### config.mk
export PLATFORM = sky130hd
export DESIGN_NAME = oc8051_muldiv_seq
export DESIGN_NICKNAME = d
export VERILOG_FILES = /design/src/rtl/oc8051_muldiv_seq.sv
export SDC_FILE = /design/constraint.sdc
export NUM_CORES = 1
export LEC_CHECK = 0
export ABC_CLOCK_PERIOD_IN_PS = 3100
export CAP_MARGIN = 20
export CORE_MARGIN = 2
export CORE_UTILIZATION = 36
export CTS_BUF_LIST = sky130_fd_sc_hd__clkbuf_4 sky130_fd_sc_hd__clkbuf_8 sky130_fd_sc_hd__clkbuf_16
export DETAILED_ROUTE_END_ITERATION = 12
export DONT_BUFFER_PORTS = 1
export GPL_ROUTABILITY_DRIVEN = 1
export REMOVE_ABC_BUFFERS = 1
export SYNTH_ARGS = -nofsm -noshare
export SYNTH_HDL_FRONTEND = slang
export SYNTH_SLANG_ARGS = --single-unit
### constraint.sdc
create_clock -name clk -period 3.1 [get_ports clk]
set_input_delay 0.62 -clock clk [delete_from_list [all_inputs] [get_ports clk]]
set_output_delay 0.62 -clock clk [all_outputs]
set_load 0.02 [all_outputs]
### src/rtl/oc8051_muldiv_seq.sv
// oc8051 sequential MUL AB / DIV AB engine.
// One bit per clock, fixed latency, start/busy/done handshake.
module oc8051_muldiv_seq #(
   parameter int DATA_W = 8
) (
   input  logic              clk,
   input  logic              rst,
   input  logic              start,
   input  logic              op,
   input  logic              clear,
   input  logic [DATA_W-1:0] src1,
   input  logic [DATA_W-1:0] src2,
   output logic              busy,
   output logic              done,
   output logic [DATA_W-1:0] des1,
   output logic [DATA_W-1:0] des2,
   output logic              desOv
);

   localparam int CW = (DATA_W > 1) ? $clog2(DATA_W) : 1;
   localparam logic [CW-1:0] LAST = CW'(DATA_W - 1);

   typedef enum logic [1:0] {IDLE, CALC, DONE} state_t;

   state_t            state, state_nxt;
   logic [CW-1:0]     count;
   logic              op_q;
   logic [DATA_W-1:0] opnd;
   logic [DATA_W-1:0] hi, lo;
   logic [DATA_W-1:0] hi_nxt, lo_nxt;
   logic              ov_nxt;
   logic [DATA_W:0]   mul_sum;
   logic [DATA_W:0]   div_sh;
   logic [DATA_W:0]   div_dif;
   logic              q_bit;

   // hi/lo hold {acc, multiplier} for MUL and {rem, dividend/quotient} for DIV
   always_comb begin
      mul_sum = {1'b0, hi} + (lo[0] ? {1'b0, opnd} : '0);
      div_sh  = {hi, lo[DATA_W-1]};
      div_dif = div_sh - {1'b0, opnd};
      q_bit   = ~div_dif[DATA_W];
      if (op_q) begin
         hi_nxt = q_bit ? div_dif[DATA_W-1:0] : div_sh[DATA_W-1:0];
         lo_nxt = {lo[DATA_W-2:0], q_bit};
         ov_nxt = (opnd == '0);
      end else begin
         hi_nxt = mul_sum[DATA_W:1];
         lo_nxt = {mul_sum[0], lo[DATA_W-1:1]};
         ov_nxt = |hi_nxt;
      end
   end

   always_comb begin
      state_nxt = state;
      if (clear) begin
         state_nxt = IDLE;
      end else begin
         unique case (state)
            IDLE: if (start) state_nxt = CALC;
            CALC: if (count == LAST) state_nxt = DONE;
            DONE: state_nxt = IDLE;
            default: state_nxt = IDLE;
         endcase
      end
   end

   always_ff @(posedge clk or negedge rst) begin
      if (!rst) begin
         state <= IDLE;
         count <= '0;
         op_q  <= 1'b0;
         opnd  <= '0;
         hi    <= '0;
         lo    <= '0;
         des1  <= '0;
         des2  <= '0;
         desOv <= 1'b0;
      end else begin
         state <= state_nxt;
         if (!clear) begin
            if (state == IDLE && start) begin
               op_q  <= op;
               opnd  <= src2;
               lo    <= src1;
               hi    <= '0;
               count <= '0;
            end else if (state == CALC) begin
               hi    <= hi_nxt;
               lo    <= lo_nxt;
               count <= count + 1'b1;
               // results land on the edge that enters DONE
               if (count == LAST) begin
                  des1  <= lo_nxt;
                  des2  <= hi_nxt;
                  desOv <= ov_nxt;
               end
            end
         end
      end
   end

   assign busy = (state != IDLE);
   assign done = (state == DONE);

endmodule
==> results.txt <==
Final hold vios - 0
CTS resizes - 0
Crit end category - flip-flop
Count leader, synth - dfrtp_1
Startpoint Class - flip-flop
Die area - 8946 µm²
Die height - 94.59 µm
Met2 WL - 3.384 mm
Starting Density - 0.3650
Worst IR drop on VDD - 0.0003052 V
Final WL - 7.481 mm
Total number of vias - 2376
Min Tclk post-route - 2.683 ns
Ant diodes - 0
Avg Cell Area, Syn - 8.979 µm²
Slew @ Worst Pin - 0.8129 ns
GR Overflow Total - 0
Sink Count - 47
Clk slew on worst S/H paths - 0.11 ns
Largest net degree at the start of global routing - 48
Post-synth ARST share - 1.000
GPL Wtd Cong - 0.8956
Final Max Slew Viols - 0
Final Power - 2661 µW
Cts bufs inserted - 5
Initial antenna violation count - 0
Detailed router's first-iteration violation count - 164
Fmax - 372.7 MHz
Worst endpoint required time - 3.31 ns
Layout area overhead - 7.709%
Cell Area, Placed - 3038 µm²
H-tree levels - 2
Row cnt - 33
HPWL Detailed - 5.614 mm
Drt wl/cell - 17.16 µm
Max capacitance violation total - 0
Power per cell area - 836.2 nW/µm²
Seq cells post-synth - 47
Fin Clk Skew - 0.01172 ns
Most area-consuming cells after synthesis - dfrtp_1 40%, ha_1 7.6%, o21ai_0 6.4%
Relative slew slack - 0.4545
Clk_lat worst skew - 0.32 ns
Met3 WL post-DR - 447 µm
Synth cell types - 64
Final setup violating endpoints - 0
M1 WL - 3.575 mm
Post-route cell area - 3182 µm²
Final #Nets - 371
Finished Core Util - 0.3932
Highest Signal Layer - met4
I/O pins - 40
Register area share after synthesis - 0.3981
Vias in the first global route - 2434
Root Driver - clkbuf_8
Overall Global Routing Usage - 0.1826
CP arrival - 2.89 ns
Post-synth top area cell - dfrtp_1
Chip width - 94.59 µm
Post-Syn Area - 2954 µm²
Total negative slack - 0 ns
Mapped Cells - 329
Synth warn - 0
Vias per std cell - 5.450
Hold/Removal Path Class - in -> async
Post-synth EDFFs - 0
Leak pwr - 0.001434 µW
RSZ-0062 raised after global routing - false
Post-synth top area share - 0.3981
Status - completed
Post-CTS Setup Bufs - 0
# hold bufs at CTS - 1
Critical path type - reg -> reg
Antenna Violating Nets Remaining - 0
Maximum root-to-sink buffer count - 2
Residual DRC count - 0
Top cells by count, synth - 47 x dfrtp_1, 45 x nand2_1, 38 x o21ai_0
Layout cell share with drive strength beyond 1 - 0.09366
Drt pass-1 iters - 4
Core Footprint - 8093 µm²
I/O Buffers - 0
Final period utilization - 0.8655
Crit Path Max Fanout - 4
CTS tree - yes
Ys flop type - dfrtp_1
Global-route wire length before repair - 12.52 mm
logic make-up after synthesis:
group	count (synthesis)	share of synthesized area
and+or+nand+nor	111	0.1745
AOI/OAI and AO/OA	102	0.2232
DFF	47	0.3981
buffers and inverters	30	0.05337
adders and majority gates	20	0.08979
muxes	10	0.03431
xor gates and xnor gates	9	0.02669
critical path, stage by stage, from the launching register on:
cell      delay, ns
dfrtp_1        0.43
inv_1          0.07
ha_1           0.15
inv_1          0.05
fa_1           0.42
a211oi_2       0.30
o31ai_2        0.17
o21ai_1        0.29
a21boi_1       0.12
a211o_1        0.31
a32o_1         0.26
sequential cells by signal (all words and copies together), names as in the netlist:
signal	cells
des1	8
des2	8
hi	8
lo	8
opnd	8
count	3
state	2
desOv	1
op_q	1
metrics by stage:
step                      hold slack [ns]  setup WS (ns)  std cells
after global placement             0.3261         0.5013        427
after detailed placement           0.3262         0.4486        427
after CTS                          0.1489         0.4136        436
after floorplan                    0.3244         0.6612        317
final                              0.1419         0.4169        436
after global routing               0.1517         0.1640        436
per-layer routing:
| metal | track usage | vias to the layer above |
|---|---|---|
| li1 | - | 1184 |
| met1 | 0.2503 | 1122 |
| met2 | 0.2899 | 64 |
| met3 | 0.04389 | 6 |
| met4 | 0.04952 | 0 |
| met5 | 0 | - |
where the power goes:
group | switching [µW] | internal [µW] | leakage (µW) | total (µW)
clock network | 243 | 245 | 0.0000587 | 488
registers | 125 | 720 | 0.000622 | 845
logic | 808 | 520 | 0.000753 | 1330
total | 1180 | 1480 | 0.00143 | 2660
path summary, 6_finish.rpt:
kind                           from        to  slack, ns  cells after the start
min in group clk            src2[3]   opnd[3]       0.42                      2
hold / removal                  rst      op_q       0.14                      1
max in group asynchronous       rst   opnd[4]       2.72                      1
setup reg to reg              lo[7]     hi[5]       0.42                     10
setup / recovery              lo[7]     hi[5]       0.42                     10
hold reg to reg            count[0]  count[0]       0.52                      1
placed cells by master (no fill, tap or decap), types with 2 or more instances in the layout:
cell      instances
xnor2_1           3
nor4b_1           3
a31o_1            2
nor2_1           29
a21oi_1          18
ha_1             18
nor2_2            3
fa_1              2
nand4_1           2
o31ai_1           4
o21ai_0          38
nor2b_1           3
a22oi_1           4
clkbuf_8          5
o211ai_1          3
or2_2             2
o21ai_2           2
nor3b_1           2
a31oi_1           3
nand2_1          45
a211o_1           3
or3_1             2
xor2_1            6
inv_1            18
nor4_1            3
mux2i_1           9
buf_4             5
nor3_2            2
nand3_1           5
and2_1            2
o21ai_1           4
nor3_1            3
dfrtp_1          47
layout make-up:
type                    instances  area (µm²)
clock buffers                   5       68.82
repair buffers                  6       65.06
clock inverters                 3       47.55
multi-input cells             252        1625
well taps                     105       131.4
fillers                       827        4911
inverters                      18       67.56
flip-flops and latches         47        1176
No activity file was read; power rests on OpenSTA's default activity.
